## src/rtl/ariane_pkg.sv

```systemverilog
// Shared frontend constants and the compressed-instruction predicate used by
// both the realigner and the decoder.
package ariane_pkg;

   localparam int unsigned FETCH_WIDTH     = 32;
   localparam int unsigned INSTR_PER_FETCH = FETCH_WIDTH / 16;

   function automatic logic is_compressed(input logic [15:0] h);
      return h[1:0] != 2'b11;
   endfunction

endpackage

```

## src/rtl/realign_scan.sv

```systemverilog
// Combinational halfword scanner: turns one fetch block (plus an optional held
// lower half) into compacted instruction slots and a possible carry-out half.
module realign_scan
   import ariane_pkg::*;
#(
   parameter int unsigned NumSlots = INSTR_PER_FETCH,
   parameter int unsigned SlotW    = 1
) (
   input  logic [NumSlots-1:0][15:0] hw_i,
   input  logic [63:0]               base_i,
   input  logic [SlotW-1:0]          start_i,
   input  logic                      cont_i,
   input  logic [15:0]               held_instr_i,
   input  logic [63:0]               held_addr_i,
   output logic [NumSlots-1:0]       valid_o,
   output logic [NumSlots-1:0][31:0] instr_o,
   output logic [NumSlots-1:0][63:0] addr_o,
   output logic                      serving_o,
   output logic                      carry_o,
   output logic [15:0]               carry_instr_o,
   output logic [63:0]               carry_addr_o
);

   always_comb begin
      int   j;
      logic skip;
      logic active;
      valid_o       = '0;
      instr_o       = '0;
      addr_o        = '0;
      serving_o     = 1'b0;
      carry_o       = 1'b0;
      carry_instr_o = '0;
      carry_addr_o  = '0;
      j             = 0;
      skip          = 1'b0;
      active        = 1'b0;

      if (cont_i) begin
         valid_o[0] = 1'b1;
         instr_o[0] = {hw_i[0], held_instr_i};
         addr_o[0]  = held_addr_i;
         serving_o  = 1'b1;
         j          = 1;
      end

      for (int k = 0; k < NumSlots; k++) begin
         // halfword 0 is already consumed by a continuation
         active = cont_i ? (k != 0) : (k >= int'(start_i));
         if (skip) begin
            skip = 1'b0;
         end else if (active) begin
            if (is_compressed(hw_i[k])) begin
               for (int m = 0; m < NumSlots; m++) begin
                  if (m == j) begin
                     valid_o[m] = 1'b1;
                     instr_o[m] = {16'b0, hw_i[k]};
                     addr_o[m]  = base_i + 64'(2 * k);
                  end
               end
               j++;
            end else if (k < NumSlots - 1) begin
               for (int m = 0; m < NumSlots; m++) begin
                  if (m == j) begin
                     valid_o[m] = 1'b1;
                     instr_o[m] = {hw_i[(k + 1) % NumSlots], hw_i[k]};
                     addr_o[m]  = base_i + 64'(2 * k);
                  end
               end
               j++;
               skip = 1'b1;
            end else begin
               carry_o       = 1'b1;
               carry_instr_o = hw_i[k];
               carry_addr_o  = base_i + 64'(2 * k);
            end
         end
      end
   end

endmodule

```

## src/rtl/instr_realigner.sv

```systemverilog
// Fetch-block realigner: splits I$ blocks into compacted 16/32-bit instructions
// and carries the lower half of a block-straddling instruction forward.
module instr_realigner #(
   parameter int unsigned FETCH_WIDTH = ariane_pkg::FETCH_WIDTH
) (
   input  logic                              clk_i,
   input  logic                              rst_i,
   input  logic                              flush_i,
   input  logic                              valid_i,
   input  logic [FETCH_WIDTH-1:0]            data_i,
   input  logic [63:0]                       address_i,
   input  logic                              exception_i,
   output logic [FETCH_WIDTH/16-1:0]         valid_o,
   output logic [FETCH_WIDTH/16-1:0][31:0]   instr_o,
   output logic [FETCH_WIDTH/16-1:0][63:0]   addr_o,
   output logic                              ex_o,
   output logic                              serving_unaligned_o
);

   localparam int unsigned INSTR_PER_FETCH = FETCH_WIDTH / 16;
   localparam int unsigned OffW            = $clog2(FETCH_WIDTH / 8);
   localparam int unsigned SlotW           = OffW - 1;

   logic                              unaligned_q, unaligned_d;
   logic [15:0]                       unaligned_instr_q, unaligned_instr_d;
   logic [63:0]                       unaligned_addr_q, unaligned_addr_d;

   logic [INSTR_PER_FETCH-1:0][15:0]  hw;
   logic [63:0]                       base;
   logic [SlotW-1:0]                  start;
   logic                              cont;
   logic [INSTR_PER_FETCH-1:0]        scan_valid;
   logic [INSTR_PER_FETCH-1:0][31:0]  scan_instr;
   logic [INSTR_PER_FETCH-1:0][63:0]  scan_addr;
   logic                              scan_serving;
   logic                              scan_carry;
   logic [15:0]                       scan_carry_instr;
   logic [63:0]                       scan_carry_addr;

   assign hw    = data_i;
   assign base  = {address_i[63:OffW], {OffW{1'b0}}};
   assign start = address_i[OffW-1:1];
   // any other address while holding a half is a silent redirect
   assign cont  = unaligned_q && (start == '0) && (address_i == unaligned_addr_q + 64'd2);

   realign_scan #(
      .NumSlots (INSTR_PER_FETCH),
      .SlotW    (SlotW)
   ) u_scan (
      .hw_i          (hw),
      .base_i        (base),
      .start_i       (start),
      .cont_i        (cont),
      .held_instr_i  (unaligned_instr_q),
      .held_addr_i   (unaligned_addr_q),
      .valid_o       (scan_valid),
      .instr_o       (scan_instr),
      .addr_o        (scan_addr),
      .serving_o     (scan_serving),
      .carry_o       (scan_carry),
      .carry_instr_o (scan_carry_instr),
      .carry_addr_o  (scan_carry_addr)
   );

   always_comb begin
      valid_o             = '0;
      instr_o             = '0;
      addr_o              = '0;
      ex_o                = 1'b0;
      serving_unaligned_o = 1'b0;
      unaligned_d         = unaligned_q;
      unaligned_instr_d   = unaligned_instr_q;
      unaligned_addr_d    = unaligned_addr_q;

      if (!rst_i && valid_i) begin
         if (exception_i) begin
            valid_o[0]  = 1'b1;
            ex_o        = 1'b1;
            // a fault while holding a half belongs to the straddling instruction
            addr_o[0]   = unaligned_q ? unaligned_addr_q : address_i;
            unaligned_d = 1'b0;
         end else begin
            valid_o             = scan_valid;
            instr_o             = scan_instr;
            addr_o              = scan_addr;
            serving_unaligned_o = scan_serving;
            unaligned_d         = scan_carry;
            if (scan_carry) begin
               unaligned_instr_d = scan_carry_instr;
               unaligned_addr_d  = scan_carry_addr;
            end
         end
      end

      if (flush_i) begin
         unaligned_d = 1'b0;
      end
   end

   always_ff @(posedge clk_i or posedge rst_i) begin
      if (rst_i) begin
         unaligned_q       <= 1'b0;
         unaligned_instr_q <= '0;
         unaligned_addr_q  <= '0;
      end else begin
         unaligned_q       <= unaligned_d;
         unaligned_instr_q <= unaligned_instr_d;
         unaligned_addr_q  <= unaligned_addr_d;
      end
   end

endmodule

```

## config.mk

```make
export PLATFORM = sky130hd
export DESIGN_NAME = instr_realigner
export DESIGN_NICKNAME = d
export VERILOG_FILES = /design/src/rtl/ariane_pkg.sv /design/src/rtl/realign_scan.sv /design/src/rtl/instr_realigner.sv
export SDC_FILE = /design/constraint.sdc
export NUM_CORES = 1
export LEC_CHECK = 0
export CORE_MARGIN = 1.5
export CORE_UTILIZATION = 49
export DETAILED_ROUTE_END_ITERATION = 10
export PLACE_DENSITY = 0.84
export SYNTH_ARGS = -nofsm -noshare
export SYNTH_HDL_FRONTEND = slang
export SYNTH_SLANG_ARGS = --single-unit
```

## constraint.sdc

```tcl
create_clock -name clk_i -period 7.6 [get_ports clk_i]
set_input_delay 1.9 -clock clk_i [delete_from_list [all_inputs] [get_ports clk_i]]
set_output_delay 1.9 -clock clk_i [all_outputs]
set_load 0.01 [all_outputs]
```

==> results.py <==
metrics = {
    "cts": {
        "cts_inserted_buffers": 9,
        "clockBufferDepth": 2,
        "clock-root-buffer": "clkbuf_16",
        "cts_hold_buf": 0,
        "clkLatencyLatePin_ns": 0.35,
        "cts.sinks": 79,
        "cts_tree": "built",
        "clkTransAtPathRegs_ns": 0.06,
        "htreeDepth": 3,
    },
    "yosys": {
        "synth-edff-count": 0,
        "synthArstFlopShare_pct": 100.0,
        "synth_seq_cells": 79,
        "yosysSeqAreaShare_pct": 21.02,
        "ys.warnings.count": 0,
        "synth_cell_types": 65,
        "syn_area_um2": 9407,
        "synth_top_area_cell": "dfrtp_1",
        "ys_top_cells_by_area": "dfrtp_1, mux2_2, and4_1, mux2i_1, xnor2_1",
        "synthFlopType": "dfrtp_1",
        "syn_inst": 1141,
        "avgSynthCellArea_um2": 8.244,
        "synth_top_area_share_pct": 21.02,
    },
    "routing": {
        "dr.pass1.iters": 6,
        "drt_iter0_drc": 984,
        "wl_per_cell_um": 21.75,
        "drc": 0,
        "wl_um": 34630,
        "via_per_inst": 6.509,
        "antenna_left": 0,
        "num_vias": 10360,
    },
    "pwr": {
        "power.leakage_nw": 5.958,
        "ir_drop_mv": 0.1172,
        "p_sw_share_pct": 39.20,
        "power_density_nw_per_um2": 144.1,
        "clkPwrFrac_pct": 24.2,
        "power_frac_seq_pct": 37.7,
        "p_comb_share_pct": 38.1,
        "p_sw_mw": 0.7293,
        "p_int_mw": 1.131,
    },
    "layout": {
        "multi_input_area_um2": 6835,
        "area_growth_pct": 37.23,
        "nNetsFinal": 1455,
        "antenna-diode-count": 0,
        "final_common_cell": "clkdlybuf4s50_1",
        "seq_area_um2": 1981,
        "drive_above_1_share_pct": 12.00,
        "n_fill_cell": 1511,
        "layout_common_cells": "clkdlybuf4s50_1, a21oi_1, and2_1",
    },
    "global_routing": {
        "grt_pass1_wl_um": 52010,
        "grt_pass1_vias": 9708,
        "grt_usage_pct": 31.93,
        "antenna_found_initial": 0,
        "grt_overflow": 0,
        "grt_max_degree": 80,
    },
    "timing": {
        "worst_pin_slew_ns": 1.080,
        "finalHoldViolCount": 0,
        "setup_violations": 0,
        "fin_skew_ns": 0.007060,
        "final.setup.tns_ns": 0,
        "fin_ws_ns": 0.08787,
        "rsz0062_at_grt": "yes",
        "final_max_slew_viol_count": 0,
        "maxSlewHeadroom_pct": 27.97,
        "fin_crit_sh_pct": 98.84,
        "min_period_ns": 7.512,
        "max_freq_mhz": 133.1,
        "hold_slack_ns": 0.4847,
    },
    "worst_setup_path": {
        "crit_path_start_kind": "input port",
        "worst_ep_arrival_time_ns": 5.61,
        "worstPathMaxFanout": 19,
        "regToRegSetupSlack_ns": 2.71,
        "required_ns": 5.70,
        "crit_type": "input port to output pin",
        "worstSetupEndpointType": "output pin",
    },
    "floorplanning": {
        "die_area_um2": 20040,
        "core_area_um2": 18770,
        "rows": 50,
        "fp.dieH_um": 141.6,
        "initial_core_util_pct": 50.12,
        "num_io_pins": 297,
        "chipWidth_um": 141.6,
    },
    "placed_design": {
        "pre_cts_ws_ns": -0.006902,
        "io_buffer_count": 279,
        "hpwl_um": 22830,
        "gp_congestion": 0.9554,
    },
    "min_path": {
        "hold_class": "flop to flop",
    },
    "outcome": {
        "status": "finished, final reports clean",
    },
    "job": {
        "drv_cap": 0,
    },
}
==> synthesized netlist by cell type, drive strengths merged, types with 3 or more instances <==
| library cell | count |
|---|---|
| dfrtp | 79 |
| or2 | 4 |
| o21ai | 24 |
| mux2i | 68 |
| or3 | 8 |
| nand4 | 41 |
| nand3 | 24 |
| a31oi | 76 |
| nor3 | 23 |
| o21a | 6 |
| inv | 10 |
| and3 | 7 |
| nor4 | 21 |
| nor2 | 19 |
| a21o | 56 |
| o211ai | 4 |
| nand2 | 46 |
| xor2 | 35 |
| buf | 57 |
| clkbuf | 83 |
| o2111ai | 3 |
| or4 | 10 |
| a32o | 5 |
| xnor2 | 62 |
| nor2b | 4 |
| and4 | 79 |
| a311oi | 3 |
| and2 | 81 |
| a21oi | 84 |
| a22o | 10 |
| nand2b | 5 |
| mux2 | 77 |
==> what timing repair did <==
| action | in CTS | in global routing |
|---|---|---|
| pin swaps | 0 | 3 |
| buffers inserted | 0 | 2 |
| cloned | 0 | 5 |
| resized for setup | 2 | 79 |
| setup endpoints to repair | 7 | 122 |
==> state kept, by name (all words and copies together) (netlist names) <==
name / cells
unaligned_q: 1
unaligned_addr_q: 63
unaligned_instr_q: 15
==> worst max-delay path, stage by stage <==
cell and delay, ns:
clkdlybuf4s50_1 0.45, xor2_1 0.21, buf_4 0.18, nor3_1 0.21, o21ai_0 0.13, a221o_1 0.34
nor4_2 0.19, nand3_1 0.17, nor4_4 0.33, nand3_4 0.13, a311oi_4 0.28, buf_6 0.21
clkbuf_16 0.21, and2_1 0.13, clkdlybuf4s50_1 0.53
==> metrics by stage <==
| stage | utilization, % | cell area, µm² | power [mW] | std cells |
|---|---|---|---|---|
| after floorplan | - | 9467 | 1.118 | 1157 |
| after global placement | 65.43 | 12280 | 1.365 | 1569 |
| after detailed placement | 65.43 | 12280 | 1.388 | 1569 |
| after CTS | 67.07 | 12590 | 1.841 | 1585 |
| after global routing | 68.78 | 12910 | 1.945 | 1592 |
| final | 68.78 | 12910 | 1.861 | 1592 |
==> cell families (layout without fill, tap and decap cells) <==
kind of cell	after synthesis	count (layout)	share of synthesized area, %
AO/OA/AOI/OAI	289	289	19.91
XOR/XNOR	97	97	9.032
adder cells (fa/ha/maj)	1	1	0.1330
buffers and inverters	151	352	7.515
flip-flops	79	79	21.02
multiplexers	145	145	16.69
other	1	17	0.03987
AND/OR/NAND/NOR	378	378	25.66
==> power groups by stage <==
stage,clock (mW),sequential [mW],combinational (mW)
floorplan,0,0.595,0.523
global placement,0,0.691,0.674
detailed placement,0,0.700,0.688
CTS,0.453,0.693,0.694
global route,0.469,0.719,0.758
finish,0.451,0.701,0.709
==> path summary, 6_finish.rpt <==
path                                           start                    to  depth (start not counted)
worst max-delay path                   address_i[40]           addr_o[121]                         15
worst min-delay path            unaligned_instr_q[1]  unaligned_instr_q[1]                          1
worst max register to register   unaligned_addr_q[3]  unaligned_addr_q[11]                         13
worst min register to register  unaligned_instr_q[1]  unaligned_instr_q[1]                          1
max in group asynchronous                      rst_i           unaligned_q                          3
min in group asynchronous                      rst_i  unaligned_instr_q[1]                          3
==> per-layer routing <==
| layer | GRT usage (%) | part of all wire, % | routed length [µm] |
|---|---|---|---|
| met3 | 4.590 | 8.0 | 2782 |
| met5 | 0 | 0 | 0 |
| met2 | 54.25 | 48 | 16640 |
| met1 | 41.25 | 41 | 14230 |
| met4 | 11.72 | 2.8 | 975 |
==> area by class of cell <==
type,instances,share of cell area [%]
multi-input cells,927,52.95
repair buffers,325,26.78
flip-flops and latches,79,15.34
well taps,234,2.268
clock buffers,11,1.880
clock inverters,5,0.4459
inverters,11,0.3296
Power figures use the tool's default switching activity.
